**src/rtl/arbitro_somador_if.sv**
```systemverilog
// Request/response bundle between the four requesters and the shared adder/accumulator.
interface arbitro_somador_if #(
  parameter int unsigned WIDTH = 44,
  parameter int unsigned N_REQ = 4
);
  localparam int unsigned ID_W = 2;

  logic                     hold;
  logic [N_REQ-1:0]         req_valid;
  logic [N_REQ-1:0]         req_clear;
  logic [N_REQ*WIDTH-1:0]   req_e1;
  logic [N_REQ*WIDTH-1:0]   req_e2;
  logic [N_REQ-1:0]         req_ready;
  logic                     res_valid;
  logic [ID_W-1:0]          res_id;
  logic [WIDTH-1:0]         res_sum;
  logic                     res_ovf;
  logic                     busy;

  modport master (
    output hold, req_valid, req_clear, req_e1, req_e2,
    input  req_ready, res_valid, res_id, res_sum, res_ovf, busy
  );

  modport slave (
    input  hold, req_valid, req_clear, req_e1, req_e2,
    output req_ready, res_valid, res_id, res_sum, res_ovf, busy
  );
endinterface

```
**src/rtl/arbitro_somador.sv**
```systemverilog
// Round-robin arbiter sharing one two-stage E1+E2 adder and per-requester accumulators
// among four requesters.
module arbitro_somador #(
  parameter int unsigned WIDTH = 44,
  parameter int unsigned N_REQ = 4
) (
  input  logic               clock,
  input  logic               reset,
  arbitro_somador_if.slave   bus
);
  localparam int unsigned ID_W = 2;

  logic [ID_W-1:0]  ptr;
  logic             s1_valid;
  logic [ID_W-1:0]  s1_id;
  logic             s1_clr;
  logic [WIDTH-1:0] s1_sum;
  logic             s1_c;
  logic [WIDTH-1:0] acc [N_REQ];

  logic [N_REQ-1:0] grant_c;
  logic [ID_W-1:0]  grant_id_c;
  logic [ID_W-1:0]  idx_c;
  logic             grant_any_c;
  logic [WIDTH-1:0] e1_c;
  logic [WIDTH-1:0] e2_c;
  logic [WIDTH-1:0] base_c;
  logic [WIDTH:0]   sum1_c;
  logic [WIDTH:0]   sum2_c;

  // Search starts one past the last grant and wraps back to it last.
  always_comb begin
    grant_c     = '0;
    grant_id_c  = ptr;
    grant_any_c = 1'b0;
    idx_c       = ptr;
    if (!reset && !bus.hold) begin
      for (int k = 1; k <= int'(N_REQ); k++) begin
        idx_c = ptr + ID_W'(k);
        if (!grant_any_c && bus.req_valid[idx_c]) begin
          grant_any_c = 1'b1;
          grant_id_c  = idx_c;
        end
      end
    end
    if (grant_any_c) grant_c[grant_id_c] = 1'b1;
  end

  assign bus.req_ready = grant_c;

  // Stage 2 reads the accumulator at its own edge, so back-to-back updates chain.
  always_comb begin
    e1_c   = bus.req_e1[32'(grant_id_c) * WIDTH +: WIDTH];
    e2_c   = bus.req_e2[32'(grant_id_c) * WIDTH +: WIDTH];
    sum1_c = {1'b0, e1_c} + {1'b0, e2_c};
    base_c = s1_clr ? '0 : acc[s1_id];
    sum2_c = {1'b0, base_c} + {1'b0, s1_sum};
  end

  always_ff @(posedge clock) begin
    if (reset) begin
      ptr           <= ID_W'(N_REQ - 1);
      s1_valid      <= 1'b0;
      s1_id         <= '0;
      s1_clr        <= 1'b0;
      s1_sum        <= '0;
      s1_c          <= 1'b0;
      for (int i = 0; i < int'(N_REQ); i++) acc[i] <= '0;
      bus.res_valid <= 1'b0;
      bus.res_id    <= '0;
      bus.res_sum   <= '0;
      bus.res_ovf   <= 1'b0;
      bus.busy      <= 1'b0;
    end else begin
      s1_valid      <= grant_any_c;
      bus.res_valid <= s1_valid;
      bus.busy      <= grant_any_c | s1_valid;
      if (grant_any_c) begin
        ptr    <= grant_id_c;
        s1_id  <= grant_id_c;
        s1_clr <= bus.req_clear[grant_id_c];
        s1_sum <= sum1_c[WIDTH-1:0];
        s1_c   <= sum1_c[WIDTH];
      end
      if (s1_valid) begin
        acc[s1_id]  <= sum2_c[WIDTH-1:0];
        bus.res_sum <= sum2_c[WIDTH-1:0];
        bus.res_id  <= s1_id;
        bus.res_ovf <= s1_c | sum2_c[WIDTH];
      end
    end
  end
endmodule
```
**src/flat_wrapper.sv**
```systemverilog
// flat-port wrapper written by rule: the top's interface ports become plain ports
module arbitro_somador_flat 
#(
  parameter int unsigned WIDTH = 44,
  parameter int unsigned N_REQ = 4
)
  (clock, reset, bus_hold, bus_req_valid, bus_req_clear, bus_req_e1, bus_req_e2, bus_req_ready, bus_res_valid, bus_res_id, bus_res_sum, bus_res_ovf, bus_busy);
  arbitro_somador_if #(.WIDTH(WIDTH), .N_REQ(N_REQ)) bus_i ();
  input  logic clock;
  input  logic reset;
  input wire logic [$bits(bus_i.hold)-1:0] bus_hold;
  input wire logic [$bits(bus_i.req_valid)-1:0] bus_req_valid;
  input wire logic [$bits(bus_i.req_clear)-1:0] bus_req_clear;
  input wire logic [$bits(bus_i.req_e1)-1:0] bus_req_e1;
  input wire logic [$bits(bus_i.req_e2)-1:0] bus_req_e2;
  output wire logic [$bits(bus_i.req_ready)-1:0] bus_req_ready;
  output wire logic [$bits(bus_i.res_valid)-1:0] bus_res_valid;
  output wire logic [$bits(bus_i.res_id)-1:0] bus_res_id;
  output wire logic [$bits(bus_i.res_sum)-1:0] bus_res_sum;
  output wire logic [$bits(bus_i.res_ovf)-1:0] bus_res_ovf;
  output wire logic [$bits(bus_i.busy)-1:0] bus_busy;
  assign bus_i.hold = bus_hold;
  assign bus_i.req_valid = bus_req_valid;
  assign bus_i.req_clear = bus_req_clear;
  assign bus_i.req_e1 = bus_req_e1;
  assign bus_i.req_e2 = bus_req_e2;
  assign bus_req_ready = bus_i.req_ready;
  assign bus_res_valid = bus_i.res_valid;
  assign bus_res_id = bus_i.res_id;
  assign bus_res_sum = bus_i.res_sum;
  assign bus_res_ovf = bus_i.res_ovf;
  assign bus_busy = bus_i.busy;
  arbitro_somador #(.WIDTH(WIDTH), .N_REQ(N_REQ)) u_core (.clock(clock), .reset(reset), .bus(bus_i));
endmodule
```
**config.mk**
```make
export PLATFORM = sky130hd
export DESIGN_NAME = arbitro_somador_flat
export DESIGN_NICKNAME = d
export VERILOG_FILES = /design/src/rtl/arbitro_somador_if.sv /design/src/rtl/arbitro_somador.sv /design/src/flat_wrapper.sv
export SDC_FILE = /design/constraint.sdc
export NUM_CORES = 1
export LEC_CHECK = 0
export BUFFER_PORTS_ARGS = -buffer_cell sky130_fd_sc_hd__buf_2
export CORE_AREA = 3 3 206 208
export CTS_BUF_LIST = sky130_fd_sc_hd__clkbuf_4
export CTS_CLUSTER_DIAMETER = 50
export DETAILED_ROUTE_END_ITERATION = 6
export DIE_AREA = 0 0 209 211
export PLACE_DENSITY_LB_ADDON = 0.3
export REMOVE_ABC_BUFFERS = 1
export SYNTH_ARGS = -nofsm -noshare
export SYNTH_HDL_FRONTEND = slang
export SYNTH_SLANG_ARGS = --single-unit
```
**constraint.sdc**
```tcl
create_clock -name clock -period 6.12 [get_ports clock]
set_clock_uncertainty 0.2 [all_clocks]
set_input_delay 1.53 -clock clock [delete_from_list [all_inputs] [get_ports clock]]
set_output_delay 1.53 -clock clock [all_outputs]
set_load 0.01 [all_outputs]
```
* Word-level counts from Yosys, hierarchy flattened
Memory sizes are Yosys's and may differ from the RTL's. A register that Yosys moved wholly into a read port is not among the register bits.
Cells that the tools add are included.
Widths: inputs -> output; s select.
** Storage, ports and cells
- Output and inout port bits :: 53
- Memories kept :: 1
- Bits of input ports :: 363
- Word-level logic and storage cells :: 76
- Memory bits (writable) :: 176
- Flip-flop bits (word level) :: 100
** Cells by class
- Order comparisons :: 6
- Add/sub/neg operators :: 5
- Reduce and logical (&&, ||, !) cells :: 11
- Bitwise operators :: 2
- Mux-type cells :: 37
- $mul :: 1
- Shift operators :: 2
** Memories
- u_core.acc :: depth 4, width 44, rd ports 1, clocked after memory_dff 1, write ports 4, line arbitro_somador.sv:19 : logic [WIDTH-1:0] acc [N_REQ];
** Operators with widths (count)
- $shiftx 176x9->44 :: 2
- $add 44x44->45 :: 2
- $mux 44 :: 2
- $reduce_or 44->1 :: 1
- $mux 1 :: 20
- $mux 2 :: 8
- $lt 2x3->1 const B :: 5
- $bmux 1 s2 :: 5
- $mul 2x4->6 const B :: 1
- $logic_and 1x1->1 :: 5
- $logic_not 1->1 :: 5
- $add 2x2->2 const B :: 2
- $mux 4 :: 1
- $add 2x1->2 const B :: 1
- $demux 1 s2 :: 1
- $ge 2x1->1 const B :: 1
- $or 1x1->1 :: 2

* Logic depth before layout (Yosys ltp)
Gate-level depths: netlist of the first run.
- Word-level depth :: 22
- Gate-level depth with buffers :: 21
- Mapped depth without buffers :: 18

* Worst setup path after synthesis of the first run
Ideal clock, no wire load.
- Path kind :: input port to flip-flop
- Start point :: in reset
- End point :: reg u_core.s1_c
- Library setup time :: 0.134 ns
- Data arrival time :: 5.770 ns
- Path buffers :: 3
- Stages on the path :: 19
- Path slack :: 0.017 ns
- Path through :: clkbuf_1 a311oi_1 o21ai_1 a211o_1 xor2_1 buf_2 buf_2 mux4_2 ha_1 fa_1 a211oi_1 nor2_1 a211oi_1 o211ai_1 and2_1 o2bb2ai_1 a221oi_1 or2_2 a31oi_1
** Between the ends
- Cells in the longest elaborated chain, start to end :: 6
- Elaborated cells between the ends (all ways) :: 8
- Those cells by class :: add/sub (1); mul (1); shift (2); mux (2); reduce/logical (2)
** Ends and longest elaborated chain
- start: declaration :: line flat_wrapper.sv:10 : input logic reset;
- $logic_not 1->1 :: line arbitro_somador.sv:37 : if (!reset && !bus.hold) begin
- $logic_and 1x1->1 :: line arbitro_somador.sv:37
- $mux 2 :: line arbitro_somador.sv:37
- $mul 2x4->6 :: line arbitro_somador.sv:53, arbitro_somador.sv:54
- $shiftx 176x9->44 (on tied branches) :: line arbitro_somador.sv:53, arbitro_somador.sv:54
- $add 44x44->45 :: line arbitro_somador.sv:55 : sum1_c = {1'b0, e1_c} + {1'b0, e2_c};
- end signal: assignment :: line arbitro_somador.sv:83 : s1_c <= sum1_c[WIDTH];
- end: declaration :: line arbitro_somador.sv:18 : logic s1_c;
Parallel ways exist; a longest one is shown, timed or not.
A chain may end at the register's enable or synchronous reset.

* Worst setup path after layout of the first run
- Start point :: in bus_req_valid[1]
- End point :: reg u_core.s1_sum[42]
** Between the ends
- Cells in the longest elaborated chain, start to end :: 19
- Elaborated cells between the ends (all ways) :: 31
- Those cells by class :: add/sub (1); mul (1); shift (2); mux (21); reduce/logical (6)
** Ends and longest elaborated chain
- start: declaration :: line flat_wrapper.sv:12 : input wire logic [$bits(bus_i.req_valid)-1:0] bus_req_valid;
- $bmux 1 s2 :: line arbitro_somador.sv:40 : if (!grant_any_c && bus.req_valid[idx_c]) begin
- $mux 1 (not written as such) :: line arbitro_somador.sv:40
- $mux 1 :: line arbitro_somador.sv:40
- $mux 1 :: line arbitro_somador.sv:37
- $logic_not 1->1 :: line arbitro_somador.sv:40
- $logic_and 1x1->1 :: line arbitro_somador.sv:40
- $mux 1 :: line arbitro_somador.sv:40
- $mux 1 :: line arbitro_somador.sv:37
- (+3 left out)
- $mux 1 :: line arbitro_somador.sv:37
- $logic_not 1->1 :: line arbitro_somador.sv:40
- $logic_and 1x1->1 :: line arbitro_somador.sv:40
- $mux 2 :: line arbitro_somador.sv:40
- $mux 2 :: line arbitro_somador.sv:37
- $mul 2x4->6 :: line arbitro_somador.sv:53, arbitro_somador.sv:54
- $shiftx 176x9->44 (on tied branches) :: line arbitro_somador.sv:53, arbitro_somador.sv:54
- $add 44x44->45 :: line arbitro_somador.sv:55
- end signal: assignment :: line arbitro_somador.sv:82 : s1_sum <= sum1_c[WIDTH-1:0];
- end: declaration :: line arbitro_somador.sv:17 : logic [WIDTH-1:0] s1_sum;
Parallel ways exist; a longest one is shown, timed or not. The select of a mux whose other input is x is not followed.

==> summary.txt, run 1 <==
Floorplanning
  • Core area: between 0.04 and 0.05 sq mm
  • Die area: 0.0441 sq mm
  • Starting Density: a little over two fifths
  • Row count: 74
  • Die width: around 210 um
  • Die Y-Extent: ~210 um
  • Ports: around 420

Timing
  • Slew HR: 49.4%
  • Worst Tran Pin Value: around 0.76 ns
  • Fmax: 172 MHz
  • Final worst-path cycle share: a little over nine tenths
  • Final setup viols: 0
  • Hold Fails Final Rpt: 0
  • Fin crit period: between 5 and 6 ns
  • RSZ-0062 raised after global routing: no
  • Max-slew violations: 0
  • Setup ws final: approximately 0.31 ns

Routing
  • Post-DRT Antenna Nets: 0
  • DRC Markers: 0
  • Wire length per cell: around 21 um
  • Routed wire length: ~58000 um
  • Drt initial violations: approximately 1300
  • DR vias: ~16000
  • Via/cell ratio: 5.57
  • DRT Pass-1 Iters: 5

Power
  • Tot Pwr: 0.00743 W
  • Leak: around 10 nW
  • Max rail drop VDD: between 0.1 and 0.15 mV
  • PwrDens: ~330 mW/mm^2

Synth
  • Seq cells post-synth: 278
  • Area leader, netlist: edfxtp_1
  • Ys async rst share: 0%
  • Post-synthesis cell type count: 80
  • Synth Area in Adders: about 6.4%
  • Largest family of logic cells by synthesized area: multiplexers
  • Yosys warnings: 0
  • Compound-Gate Fraction of Synth Area: between 10% and 20%
  • Synth Area per Inst: around 11 sq um
  • Cells after Synth: between 1500 and 2000
  • Synth top area share: 29.6%
  • Syn Std Cell Area: roughly 0.018 sq mm
  • Post-Synth Simple-Gate Area: 15.0%
  • Post-Synth XOR/XNOR Area: under 10%
  • Share of the yosys chip area belonging to registers: approximately 41%
  • Multiplexer share of the synthesized area: 16.9%
  • Number of synthesized flops with an enable pin: approximately 180
  • Post-synth top flop: edfxtp_1
  • Synth area leaders: edfxtp_1 30%, mux4_2 17%, dfxtp_1 11%

Run
  • MaxCap Viol Count: 0

Global route
  • Busiest layer in global routing: met2
  • Total GRT Usage: roughly 25%
  • Pin count of the biggest net entering global routing: 85
  • Initial antenna violation count: 10
  • Total congestion overflow: 0
  • Vias in the first global route: ~16000
  • Met1 usage: about a third
  • GR Util met2: roughly two fifths
  • Met3 Usage GRT: 4.77%
  • First-pass GRT wire length: 88100 um

Clock tree
  • CTS clk-pin slew, worst paths: about 0.060 ns
  • Clk root buf: clkbuf_4
  • CTS max path bufs: 3
  • Clock tree sinks: 278
  • Num CTS Buffers: around 70
  • Clock Latency Late Sink: about 0.71 ns
  • # H-tree levels: 3
  • CTS tree: yes

Cells and area
  • Multi-input gate area: between 0.009 and 0.01 sq mm
  • Area growth, synth to finish: 25.0%
  • Core Util, Final: a little over half
  • Total Nets Final: about 2600
  • Share of layout cells above drive strength 1: a little under two fifths
  • Fill cell count: around 3700
  • Reg area: 0.00733 sq mm

Setup path
  • Kind of start point of the critical path: primary input
  • Flop2flop setup slack: 0.66 ns
  • CP Class: in -> reg
  • Crit. End Element: register
  • Crit path required time: about 6.6 ns
  • WP data arrival: approximately 6.3 ns
  • CP max FO: 23
  • Cell count of the worst reg-to-reg path: 22

Run status
  • Outcome: completed

Place
  • Placer Congestion: about 0.89
  • # port buffers: ~420
  • Dpl ws: -0.492 ns
  • Post-DP HPWL: 44400 um

Hold path
  • Hold crit path type: reg -> reg
  • Hold path cells: 2
[area by class of cell]
type                            instances  share of cell area, %
Sequential cell                       278                   32.8
Antenna cell                            8                 0.0895
Clock inverter                         30                   1.13
Multi-Input combinational cell       1232                   44.3
Inverter                               56                  0.940
Tap cell                              532                   2.98
Clock buffer                          102                   3.42
Timing Repair Buffer                  557                   14.3
[cells in the final DEF, fill, tap and decap left out, types with 20 or more instances in the layout]
master / instances
a21o_1: 70
inv_1: 53
mux4_2: 132
clkbuf_4: 102
edfxtp_1: 176
clkinv_1: 20
xor2_1: 30
o21ai_0: 76
buf_2: 415
nor2b_1: 54
ha_1: 88
buf_4: 137
nor2_1: 191
a21oi_1: 86
nand2_1: 159
nand3_1: 59
nand4_1: 25
xnor2_1: 38
dfxtp_1: 100
[cells by family after synthesis]
kind of cell | Yosys count
AND/OR/NAND/NOR | 572
buffers and inverters | 159
flip-flops | 278
AO/OA/AOI/OAI | 363
multiplexers | 137
XOR/XNOR | 70
adder cells (fa/ha/maj) | 90
[through the flow]
stage	hold slack, ns	instance area (sq um)	cells	setup TNS, ns
floorplan	0.234	17400	1566	-387.81
global placement	0.228	21300	2654	-3.69
detailed placement	0.230	21300	2654	-6.31
CTS	0.241	22300	2786	0
global route	0.252	22400	2794	0
finish	0.235	22400	2795	0
[Yosys cell counts, drive strengths merged, types with 54 or more instances]
cell,count
dfxtp,102
nor2b,54
nand2,159
inv,54
nand3,59
edfxtp,176
ha,88
nor2,192
a21o,70
a21oi,88
clkbuf,60
o21ai,92
mux4,132
[registers in the layout (all words and copies together) (netlist names), named ones only]
signal / flops
u_core.acc: 176
u_core.bus.res_sum: 44
u_core.s1_sum: 44
u_core.bus.res_id: 2
u_core.ptr: 2
u_core.s1_id: 2
u_core.bus.busy: 1
u_core.bus.res_ovf: 1
u_core.bus.res_valid: 1
u_core.s1_c: 1
u_core.s1_clr: 1
u_core.s1_valid: 1
[report_power, final]
group          switching (W)  total (W)  leakage (nW)  internal [W]
Sequential          0.000164    0.00239          2.66       0.00223
Clock               0.000772    0.00176         0.592      0.000988
Combinational        0.00178    0.00329          6.82       0.00151
[worst max-delay path: stages]
cell,delay [ns]
buf_2,0.12
nor2_1,0.17
and4_1,0.21
a21oi_1,0.05
o21ai_1,0.27
buf_4,0.18
nand2_1,0.08
o41ai_4,0.08
buf_4,0.21
buf_12,0.21
mux4_2,0.54
ha_1,0.39
nand3_1,0.14
nor2_1,0.20
a211oi_2,0.11
buf_4,0.15
o211ai_1,0.27
and2_1,0.24
o2bb2ai_1,0.23
a221oi_1,0.13
buf_4,0.16
or4_1,0.47
nand3_1,0.09
[timing repair]
| action | CTS | global route |
|---|---|---|
| gates resized for setup | 0 | 1 |
| setup endpoints to repair | 0 | 6 |
| setup buffers | 0 | 1 |
| hold buffers | 0 | 0 |
[final timing paths]
kind,startpoint,end
min,u_core.bus.res_sum[12],u_core.bus.res_sum[12]
max reg2reg,u_core.ptr[0],u_core.s1_sum[40]
max,bus_req_valid[1],u_core.s1_sum[42]
min reg2reg,u_core.bus.res_sum[12],u_core.bus.res_sum[12]
[metal layers]
layer	share of wire [%]	up-vias
met5	0.022	-
met4	2.3	2
met3	6.9	73
met2	48	624
met1	43	7487
li1	-	7378
No activity file was read; power rests on OpenSTA's default activity.
==> run 2: changes to the inputs <==
- CORE_AREA: 3 3 206 208 -> 3 3 192 194
- DIE_AREA: 0 0 209 211 -> 0 0 195 197
==> run 2 against run 1 <==
Against the previous run: largest cell class unchanged; hold slack better by 0.0018 ns; clock power down 7%; via count rose by 1.1%; die area fell by 13%; largest power group unchanged; critical path type unchanged; global-route usage increased by 3.7 points; combinational power about the same; register-to-register slack improved by 0.10 ns; final area is 0.97% lower.
==> summary.txt, run 2 (same netlist as run 1, synthesis figures left out) <==
Setup path
  • CP Class: in -> reg (unchanged)
  • WP data arrival: 6.18 ns (was 6.25 ns)
  • Crit. End Element: register (unchanged)
  • Crit path required time: 6.47 ns (was 6.56 ns)
  • CP max FO: 11 (was 23)
  • Kind of start point of the critical path: primary input (unchanged)

Run
  • MaxCap Viol Count: 0 (unchanged)

Place
  • Placed Instance Area: 0.0212 sq mm (was 0.0213 sq mm)
  • Placer Congestion: 0.947 (was 0.890)
  • Post-DP HPWL: 44600 um (was 44400 um)
  • # port buffers: 415 (unchanged)
  • Dpl ws: -0.417 ns (was -0.492 ns)

Global route
  • Vias in the first global route: 15700 (was 15500)
  • Total congestion overflow: 0 (unchanged)
  • Initial antenna violation count: 10 (unchanged)
  • Total GRT Usage: 29.1% (was 25.4%)
  • First-pass GRT wire length: 87300 um (was 88100 um)
  • Pin count of the biggest net entering global routing: 89 (was 85)

Clock tree
  • Num CTS Buffers: 70 (was 71)
  • Clock tree sinks: 278 (unchanged)
  • CTS clk-pin slew, worst paths: 0.07 ns (was 0.06 ns)
  • Clock Latency Late Sink: 0.70 ns (was 0.71 ns)
  • Clk root buf: clkbuf_4 (unchanged)
  • CTS tree: yes (unchanged)
  • CTS max path bufs: 3 (unchanged)
  • # H-tree levels: 3 (unchanged)

Routing
  • Via/cell ratio: 5.81 (was 5.57)
  • Routed wire length: 57200 um (was 57800 um)
  • DR vias: 15700 (was 15600)
  • Post-DRT Antenna Nets: 0 (unchanged)
  • Drt initial violations: 1314 (was 1303)
  • Wire length per cell: 21.1 um (was 20.7 um)
  • DRT Pass-1 Iters: 6 (was 5)
  • DRC Markers: 0 (unchanged)

Floorplanning
  • Core area: 0.0354 sq mm (was 0.0407 sq mm)
  • Starting Density: 50.5% (was 43.9%)
  • Row count: 69 (was 74)
  • Die width: 195 um (was 209 um)
  • Ports: 416 (unchanged)
  • Die Y-Extent: 197 um (was 211 um)
  • Die area: 0.0384 sq mm (was 0.0441 sq mm)

Timing
  • Setup ws final: 0.284 ns (was 0.312 ns)
  • Fmax: 171 MHz (was 172 MHz)
  • Setup TNS: 0 ns (unchanged)
  • Slew HR: 34.5% (was 49.4%)
  • Hold Fails Final Rpt: 0 (unchanged)
  • RSZ-0062 raised after global routing: no (unchanged)
  • Worst Tran Pin Value: 0.982 ns (was 0.758 ns)
  • Final setup viols: 0 (unchanged)
  • Max-slew violations: 0 (unchanged)
  • Final worst-path cycle share: 95.4% (was 94.9%)
  • Fin crit period: 5.84 ns (was 5.81 ns)

Cells and area
  • Area growth, synth to finish: 23.8% (was 25.0%)
  • Largest reg by FF count: u_core.acc (unchanged)
  • Fill cell count: 3028 (was 3698)
  • Fin area: 0.0221 sq mm (was 0.0224 sq mm)
  • Most common cell after layout, fill and taps aside: buf_2 (unchanged)
  • Max reg flops: 176 (unchanged)
  • Total Nets Final: 2644 (was 2649)
  • Top flop regs: u_core.acc x176, u_core.bus.res_sum x44, u_core.s1_sum x44 (unchanged)
  • Share of layout cells above drive strength 1: 36.9% (was 37.2%)
  • Most frequent cells in the layout: 415 x buf_2, 191 x nor2_1, 176 x edfxtp_1, 159 x nand2_1, 133 x buf_4 (was 415 x buf_2, 191 x nor2_1, 176 x edfxtp_1, 159 x nand2_1, 137 x buf_4)

Run status
  • Outcome: completed (unchanged)

Hold path
  • Hold crit path type: reg -> reg (unchanged)

Power
  • Leak: 10.0 nW (was 10.1 nW)
  • Max rail drop VDD: 0.136 mV (was 0.122 mV)
  • Tot Pwr: 0.00728 W (was 0.00743 W)
  • PwrDens: 329 mW/mm^2 (was 332 mW/mm^2)
## run 2: metal layers
| metal | track usage [%] | wire length (um) | up-vias |
|---|---|---|---|
| met5 | 0 | 47 | - |
| met4 | 8.71 | 1460 | 8 |
| met3 | 6.79 | 5260 | 103 |
| met2 | 46.4 | 26900 | 724 |
| met1 | 40.2 | 23500 | 7544 |
| li1 | - | - | 7351 |
## run 2: stage by stage
| step | hold WS (ns) | instances | utilization, % |
|---|---|---|---|
| 2_1_floorplan | 0.234 | 1566 | - |
| 3_3_place_gp | 0.228 | 2579 | 59.9 |
| 3_5_place_dp | 0.232 | 2579 | 59.9 |
| 4_1_cts | 0.242 | 2702 | 62.5 |
| 5_1_grt | 0.260 | 2708 | 62.6 |
| 6_report | 0.237 | 2709 | 62.6 |
## run 2: timing repair
action,CTS,global route
setup endpoints to repair,0,4
gates resized for setup,0,1
hold buffers,0,0
setup buffers,0,1
## run 2: report_power, final
group	total (W)	internal [W]	switching (W)
Combinational	0.00329	0.00148	0.00181
Sequential	0.00236	0.00223	0.000137
Clock	0.00163	0.000881	0.000750
Total	0.00728	0.00459	0.00270
## run 2: final timing paths
path,depth (start not counted),slack [ns],startpoint,end
worst max-delay path,23,0.28,bus_req_valid[1],u_core.s1_sum[40]
worst min-delay path,2,0.24,u_core.bus.res_sum[25],u_core.bus.res_sum[25]
worst max register to register,20,0.76,u_core.ptr[0],u_core.s1_sum[40]
worst min register to register,2,0.24,u_core.bus.res_sum[25],u_core.bus.res_sum[25]
## run 2: cell type report
type	count	area (sq um)	share of cell area, %
multi-input combinational	1232	9910	44.8
antenna	6	15.0	0.0678
sequential	278	7330	33.1
clock inverter	23	175	0.791
clock buffer	100	751	3.39
tap	461	577	2.60
inverter	56	210	0.949
timing repair buffer	553	3180	14.3
## run 2: critical path, cell delays in order
cell       delay (ns)
buf_2            0.12
nor2_1           0.17
and4_1           0.21
a21oi_1          0.05
o21ai_1          0.25
buf_4            0.17
nand2_1          0.08
o41ai_4          0.07
buf_4            0.21
buf_4            0.24
mux4_2           0.53
ha_1             0.33
a21oi_1          0.37
o2111ai_1        0.20
a211oi_2         0.22
buf_4            0.15
o211ai_1         0.14
and2_1           0.21
o2bb2ai_1        0.16
a221oi_1         0.32
buf_4            0.19
a2bb2oi_1        0.15
o21ai_0          0.08
